--- src/rtl/ok_wire_pkg.sv ---
// -----------------------------------------------------------------------------
// ok_wire_pkg
//
// Purpose : Shared constants and small helpers for the wire-in bank
//           (ok_wire_bank / ok_wire_chan). It holds the host word width,
//           the endpoint address width, the legal wire-in address window
//           and the channel-width limits.
//
// Contents:
//   WORD_W        host data word width (16)
//   ADDR_W        host endpoint address width (8)
//   WIRE_IN_MIN   lowest legal wire-in endpoint address
//   WIRE_IN_MAX   highest legal wire-in endpoint address
//   MIN_CH_WIDTH  / MAX_CH_WIDTH  channel width limits
//   MAX_NUM_CH    maximum channel count
//   word_t, addr_t             convenience typedefs
//   word_addr()                endpoint address of channel/word
//   bank_cfg_ok()              parameter legality check
// -----------------------------------------------------------------------------
package ok_wire_pkg;

    localparam int WORD_W       = 16;
    localparam int ADDR_W       = 8;
    localparam int MIN_CH_WIDTH = 16;
    localparam int MAX_CH_WIDTH = 64;
    localparam int MAX_NUM_CH   = 32;

    localparam logic [ADDR_W-1:0] WIRE_IN_MIN = 8'h00;
    localparam logic [ADDR_W-1:0] WIRE_IN_MAX = 8'h1F;

    typedef logic [WORD_W-1:0] word_t;
    typedef logic [ADDR_W-1:0] addr_t;

    // Endpoint address of word w of channel ch. Words are laid out channel
    // by channel, least significant word first.
    function automatic addr_t word_addr(input int base, input int ch,
                                        input int words, input int w);
        return addr_t'(base + ch * words + w);
    endfunction

    // True when the bank parameters form a legal configuration: channel
    // count and width in range, width a whole number of words, and the
    // whole bank inside the wire-in address window.
    function automatic bit bank_cfg_ok(input int base, input int num_ch,
                                       input int ch_width);
        int last_addr;
        bit ok;
        ok = 1'b1;
        if (num_ch < 1 || num_ch > MAX_NUM_CH) begin
            ok = 1'b0;
        end
        if (ch_width < MIN_CH_WIDTH || ch_width > MAX_CH_WIDTH) begin
            ok = 1'b0;
        end
        if ((ch_width % WORD_W) != 0) begin
            ok = 1'b0;
        end
        last_addr = base + num_ch * (ch_width / WORD_W) - 1;
        if (base < int'(WIRE_IN_MIN) || last_addr > int'(WIRE_IN_MAX)) begin
            ok = 1'b0;
        end
        return ok;
    endfunction

endpackage

--- src/rtl/ok_wire_chan.sv ---
// -----------------------------------------------------------------------------
// ok_wire_chan
//
// Purpose : One wire-in channel. Holds CH_WIDTH/16 host words written over
//           the 16-bit host bus, and copies them into the committed output
//           register when the bank commit strobe fires. Tracks whether the
//           channel was written since the last commit, and pulses a change
//           flag the cycle after a commit that altered the committed value.
//
// Parameters:
//   CH_WIDTH   channel width in bits (multiple of 16)
//   CH_ADDR    endpoint address of this channel's least significant word
//
// Ports:
//   clk_i        clock, rising edge
//   rst_ni       synchronous active-low reset
//   write_i      host write strobe
//   addr_i       host endpoint address
//   datain_i     host write data
//   commit_i     commit strobe (shared by all channels)
//   data_o       committed channel value
//   changed_o    one-cycle pulse: last commit changed data_o
//   pending_o    channel written since last commit
//   hold_o       hold-register contents (only with OK_WIRE_READBACK_EN)
//
// Configuration macro: OK_WIRE_READBACK_EN adds hold_o for host readback.
// -----------------------------------------------------------------------------
module ok_wire_chan
    import ok_wire_pkg::*;
#(
    parameter int    CH_WIDTH = 32,
    parameter addr_t CH_ADDR  = 8'h00
) (
    input  logic                clk_i,
    input  logic                rst_ni,
    input  logic                write_i,
    input  addr_t               addr_i,
    input  word_t               datain_i,
    input  logic                commit_i,
    output logic [CH_WIDTH-1:0] data_o,
    output logic                changed_o,
`ifdef OK_WIRE_READBACK_EN
    output logic [CH_WIDTH-1:0] hold_o,
`endif
    output logic                pending_o
);

    localparam int WORDS = CH_WIDTH / WORD_W;

    logic [WORDS-1:0][WORD_W-1:0] hold_q, hold_d;
    logic [CH_WIDTH-1:0]          data_q, data_d;
    logic                         changed_q, changed_d;
    logic                         pending_q, pending_d;
    logic                         write_hit;

    always_comb begin
        hold_d    = hold_q;
        write_hit = 1'b0;
        for (int w = 0; w < WORDS; w++) begin
            if (write_i && (addr_i == addr_t'(int'(CH_ADDR) + w))) begin
                hold_d[w] = datain_i;
                write_hit = 1'b1;
            end
        end

        data_d    = data_q;
        changed_d = 1'b0;
        pending_d = pending_q | write_hit;

        // The commit takes hold_d rather than hold_q so a write landing in
        // the same cycle is part of this commit; for the same reason the
        // pending flag ends up clear rather than set by that write.
        if (commit_i) begin
            data_d    = hold_d;
            changed_d = (hold_d != data_q);
            pending_d = 1'b0;
        end
    end

    always_ff @(posedge clk_i) begin
        if (!rst_ni) begin
            hold_q    <= '0;
            data_q    <= '0;
            changed_q <= 1'b0;
            pending_q <= 1'b0;
        end else begin
            hold_q    <= hold_d;
            data_q    <= data_d;
            changed_q <= changed_d;
            pending_q <= pending_d;
        end
    end

    assign data_o    = data_q;
    assign changed_o = changed_q;
    assign pending_o = pending_q;
`ifdef OK_WIRE_READBACK_EN
    assign hold_o    = hold_q;
`endif

endmodule

--- src/rtl/ok_wire_bank.sv ---
// -----------------------------------------------------------------------------
// ok_wire_bank
//
// Purpose : Bank of NUM_CH wire-in channels, each CH_WIDTH bits wide, written
//           16 bits at a time over the host bus and committed atomically by
//           ti_wireupdate. Channel i word w lives at BASE_ADDR + i*WORDS + w.
//
// Host bus semantics: ti_write is a single-cycle strobe qualified only by
// ti_addr; there is no back-pressure, every strobe is accepted at the edge
// where it is high. ti_wireupdate commits all channels at that same edge,
// after any write of that cycle has been applied to the hold registers.
//
// Parameters:
//   BASE_ADDR  first endpoint address of the bank
//   NUM_CH     number of channels (1..32)
//   CH_WIDTH   bits per channel (16..64, multiple of 16)
//
// Ports:
//   ti_clock       clock, rising edge
//   ti_reset_n     synchronous active-low reset
//   ti_write       host write strobe
//   ti_addr        host endpoint address
//   ti_datain      host write data
//   ti_wireupdate  commit strobe
//   ti_read        host read strobe        (OK_WIRE_READBACK_EN only)
//   ti_dataout     host read data, 1 cycle (OK_WIRE_READBACK_EN only)
//   ep_dataout     committed values, channel i at [i*CH_WIDTH +: CH_WIDTH]
//   ep_changed     per-channel one-cycle change pulse after a commit
//   ep_pending     channel written since last commit
//   ep_updated     one-cycle pulse after every commit
//
// Configuration macro: OK_WIRE_READBACK_EN enables host readback of the
// hold registers.
// -----------------------------------------------------------------------------
module ok_wire_bank
    import ok_wire_pkg::*;
#(
    parameter addr_t BASE_ADDR = 8'h00,
    parameter int    NUM_CH    = 4,
    parameter int    CH_WIDTH  = 32
) (
    input  logic                       ti_clock,
    input  logic                       ti_reset_n,
    input  logic                       ti_write,
    input  addr_t                      ti_addr,
    input  word_t                      ti_datain,
    input  logic                       ti_wireupdate,
`ifdef OK_WIRE_READBACK_EN
    input  logic                       ti_read,
    output word_t                      ti_dataout,
`endif
    output logic [NUM_CH*CH_WIDTH-1:0] ep_dataout,
    output logic [NUM_CH-1:0]          ep_changed,
    output logic [NUM_CH-1:0]          ep_pending,
    output logic                       ep_updated
);

    localparam int WORDS = CH_WIDTH / WORD_W;

    // Reject illegal configurations at elaboration time.
    if (!bank_cfg_ok(int'(BASE_ADDR), NUM_CH, CH_WIDTH)) begin : g_bad_cfg
        $fatal(1, "ok_wire_bank: illegal parameters (BASE_ADDR/NUM_CH/CH_WIDTH)");
    end

    logic updated_q, updated_d;

`ifdef OK_WIRE_READBACK_EN
    logic [NUM_CH*CH_WIDTH-1:0] hold_flat;
`endif

    for (genvar ch = 0; ch < NUM_CH; ch++) begin : g_chan
        ok_wire_chan #(
            .CH_WIDTH (CH_WIDTH),
            .CH_ADDR  (word_addr(int'(BASE_ADDR), ch, WORDS, 0))
        ) u_chan (
            .clk_i     (ti_clock),
            .rst_ni    (ti_reset_n),
            .write_i   (ti_write),
            .addr_i    (ti_addr),
            .datain_i  (ti_datain),
            .commit_i  (ti_wireupdate),
            .data_o    (ep_dataout[ch*CH_WIDTH +: CH_WIDTH]),
            .changed_o (ep_changed[ch]),
`ifdef OK_WIRE_READBACK_EN
            .hold_o    (hold_flat[ch*CH_WIDTH +: CH_WIDTH]),
`endif
            .pending_o (ep_pending[ch])
        );
    end

    // Commit acknowledge: one pulse per commit, so consecutive commits give
    // consecutive pulses.
    assign updated_d = ti_wireupdate;

    always_ff @(posedge ti_clock) begin
        if (!ti_reset_n) begin
            updated_q <= 1'b0;
        end else begin
            updated_q <= updated_d;
        end
    end

    assign ep_updated = updated_q;

`ifdef OK_WIRE_READBACK_EN
    word_t rd_data_q, rd_data_d;

    // Words are packed channel by channel, least significant first, so the
    // bank-relative address k is simply word k of hold_flat.
    always_comb begin
        rd_data_d = '0;
        if (ti_read) begin
            for (int k = 0; k < NUM_CH * WORDS; k++) begin
                if (ti_addr == addr_t'(int'(BASE_ADDR) + k)) begin
                    rd_data_d = hold_flat[k*WORD_W +: WORD_W];
                end
            end
        end
    end

    always_ff @(posedge ti_clock) begin
        if (!ti_reset_n) begin
            rd_data_q <= '0;
        end else begin
            rd_data_q <= rd_data_d;
        end
    end

    assign ti_dataout = rd_data_q;
`endif

endmodule

--- config.mk ---
export PLATFORM = sky130hd
export DESIGN_NAME = ok_wire_bank
export DESIGN_NICKNAME = d
export VERILOG_FILES = /design/src/rtl/ok_wire_pkg.sv /design/src/rtl/ok_wire_chan.sv /design/src/rtl/ok_wire_bank.sv
export SDC_FILE = /design/constraint.sdc
export NUM_CORES = 1
export LEC_CHECK = 0
export BUFFER_PORTS_ARGS = -buffer_cell sky130_fd_sc_hd__buf_2
export CORE_MARGIN = 2
export CORE_UTILIZATION = 52
export CTS_CLUSTER_DIAMETER = 60
export DETAILED_ROUTE_END_ITERATION = 8
export PLACE_DENSITY_LB_ADDON = 0.08
export SYNTH_ARGS = -nofsm -noshare
export SYNTH_HDL_FRONTEND = slang
export SYNTH_SLANG_ARGS = --single-unit
--- constraint.sdc ---
create_clock -name ti_clock -period 2.3 [get_ports ti_clock]
set_clock_uncertainty 0.1 [all_clocks]
set_input_delay 0.115 -clock ti_clock [delete_from_list [all_inputs] [get_ports ti_clock]]
set_output_delay 0.115 -clock ti_clock [all_outputs]
set_load 0.03 [all_outputs]
==> out/metrics.cfg <==
[worst_setup_path]
rr_startpoint = g_chan[2].u_chan.data_o[21]
crit_start = g_chan[2].u_chan.data_o[21]
critPathSlowestCell = or4_1
cpPeakStageDelay_ns = 0.56
worst_ep_arrival_time_ns = 2.54
cp_cell_sequence = xnor2_1 -> o221ai_1 -> nor4b_2 -> o22ai_1 -> or4_1 -> nor4_2 -> a41oi_1
cp_max_fo = 2
path_class = flop to flop
end_kind = flop
reg2reg_slack_ns = 0.06
crit_required_ns = 2.59
crit_path_start_kind = flop

[synthesis]
synth_commonest_cells = dfxtp_1, nand2_1, o211a_1, nor2b_1, mux2i_1
synth_cell_types = 65
ys_ff_latch = 265
synth_edf_count = 0
synth_area_leaders = dfxtp_1, o211a_1, mux2i_1, nor2b_1, nand2_1
ys_warn_count = 0
syn-cell-area_sq_um = 12200
yosys.cell_count.top_type = dfxtp_1
async_reset_ff_share_pct = 0
syn_nets = 1332
synth_largest_area_cell = dfxtp_1
synthCells = 1304
netlist.area_leader.share_pct = 43.5
ys.flop_type = dfxtp_1
syn-mean-instance-area_sq_um = 9.35
ys_seq_area_share_pct = 43.5

[clocking]
htree_levels = 1
clkTransAtPathRegs_ns = 0.06
clkSinkCount = 265
cts-root-buf = clkbuf_16
clockBufferDepth = 3
cts_buffers = 28
cts_tree = built
cts_setup_buffers = 0
clkLatencyLatePin_ns = 0.55

[finish]
fin_cells = 1935
area_delta_synth_final_pct = 28.5
drive_above_1_share_pct = 26.6
nets = 1620

[detailed_routing]
route.final.wire_length_um = 38200
post_drt_wl_per_cell_um = 19.8
drc = 0
num_vias = 10700
dr.pass1.iters = 5
drtIter0Drc = 880
via_per_inst = 5.55
antenna_left = 0

[timing]
slew_violations = 0
rsz0062_at_grt = yes
hold_viol = 0
whs_ns = 0.0601
finalCriticalPeriod_ns = 2.24
fmax_mhz = 446
worst_pin_slew_ns = 0.637
period_share_pct = 97.5
final-setup-viol-count = 0
relSlewSlack_pct = 57.5

[power]
p_leak_nw = 8.41
cellPowerDensity_nw_per_um2 = 689
peakVddDrop_uv = 506

[floorplanning]
ios = 165
start_util_pct = 52.4
num_rows = 56
core_sq_um = 23300
die_area_sq_um = 24700
die_h_um = 157
dieWidth_um = 157

[status]
status = complete, no violations

[global_route]
antenna_found_initial = 3
grt_pass1_vias = 9935
globalRoute.totalOverflow = 0
grt_max_degree = 106
grtUsageTotal_pct = 30.3
grt_first_pass_wirelength_um = 57000

[worst_hold_path]
worstHoldStart = ti_datain[3]
hold_path_class = primary input to flop

[place]
io_buffers = 164
dp_cells = 1876
dp_hpwl_um = 27600
place_congestion = 0.929

[run]
maxCapViolCount = 0

## cell usage in the layout, fill, tap and decap left out, types with 10 or more instances in the layout
cell type,instances
inv_1,43
o21ai_0,20
clkbuf_16,29
nand3_1,15
nand4_1,15
nand2_1,163
dfxtp_1,264
xor2_1,49
xnor2_1,52
nor2_1,40
mux2i_1,94
nor4_1,10
buf_12,11
a21oi_1,33
nor3_1,14
nor2b_1,125
o22ai_1,16
buf_2,162
o211a_1,128
buf_4,184
## worst max-delay path, delay by kind of cell, from the launching register on
family           cells  cell delay, ns
AND/OR/NAND/NOR      3            1.04
AO/OA/AOI/OAI        3            0.44
flip-flops           1            0.32
XOR/XNOR             1            0.20
## state kept, by name, indices dropped and copies added, names as in the netlist
signal,cells
g_chan.u_chan.pending_o,4
ep_updated,1
g_chan.u_chan.data_o,128
g_chan.u_chan.changed_o,4
g_chan.u_chan.hold_q,128
## cell type report
cell class | count | area (sq um)
clock buffer | 39 | 813
sequential | 265 | 5310
inverter | 43 | 161
timing repair buffer | 364 | 2480
clock inverter | 13 | 144
fill | 1973 | 7600
antenna | 2 | 5.00
multi-input combinational | 890 | 6350
tap | 319 | 399
## per-layer routing
metal / vias up / wire [um] / GRT usage [%]
met5: - / 0 / 0
met4: 0 / 1230 / 10.4
met2: 396 / 16900 / 47.3
met3: 85 / 3110 / 6.25
li1: 5145 / - / -
met1: 5106 / 16900 / 41.7
## cells by family (layout without fill, tap and decap cells)
kind of cell    after synthesis  after routing  share of synthesized area [%]
compound gates              266            266                           18.3
simple gates                425            425                           17.8
flops                       265            265                           43.5
mux                          98             98                           8.15
other cells                   0              2                              0
xor+xnor                    101            101                           7.26
buf+inv                     149            459                           5.01
## worst paths after layout
check | to | depth (start not counted)
max | g_chan[2].u_chan.changed_o | 7
min | g_chan[3].u_chan.hold_q[19] | 3
max reg2reg | g_chan[2].u_chan.changed_o | 7
min reg2reg | g_chan[2].u_chan.pending_o | 1
## through the flow
stage / worst slack (ns) / cell area [sq um] / util [%] / TNS, ns / total power [mW]
6_report: 0.0577 / 15700 / 67.3 / 0 / 10.8
5_1_grt: -0.0247 / 15700 / 67.3 / -0.0247 / 11.1
4_1_cts: 0.0121 / 15600 / 67.1 / 0 / 10.8
3_5_place_dp: -0.473 / 14600 / 62.8 / -1.86 / 6.17
3_3_place_gp: -0.422 / 14600 / 62.8 / -1.57 / 6.16
2_1_floorplan: -0.103 / 12200 / - / -0.289 / 5.68
## power breakdown
part / total (mW) / switching, mW / internal (mW) / leakage [nW]
clock: 4.70 / 1.90 / 2.80 / 0.481
combinational: 1.25 / 0.785 / 0.464 / 5.77
sequential: 4.85 / 0.144 / 4.71 / 2.16
## repair_timing
item,in CTS,in global routing
endpoints found under the setup margin,1,2
hold buffers,5,0
gates resized for setup,1,9
hold endpoints to repair,43,0
Note: power is estimated with default switching activity, not from simulation.
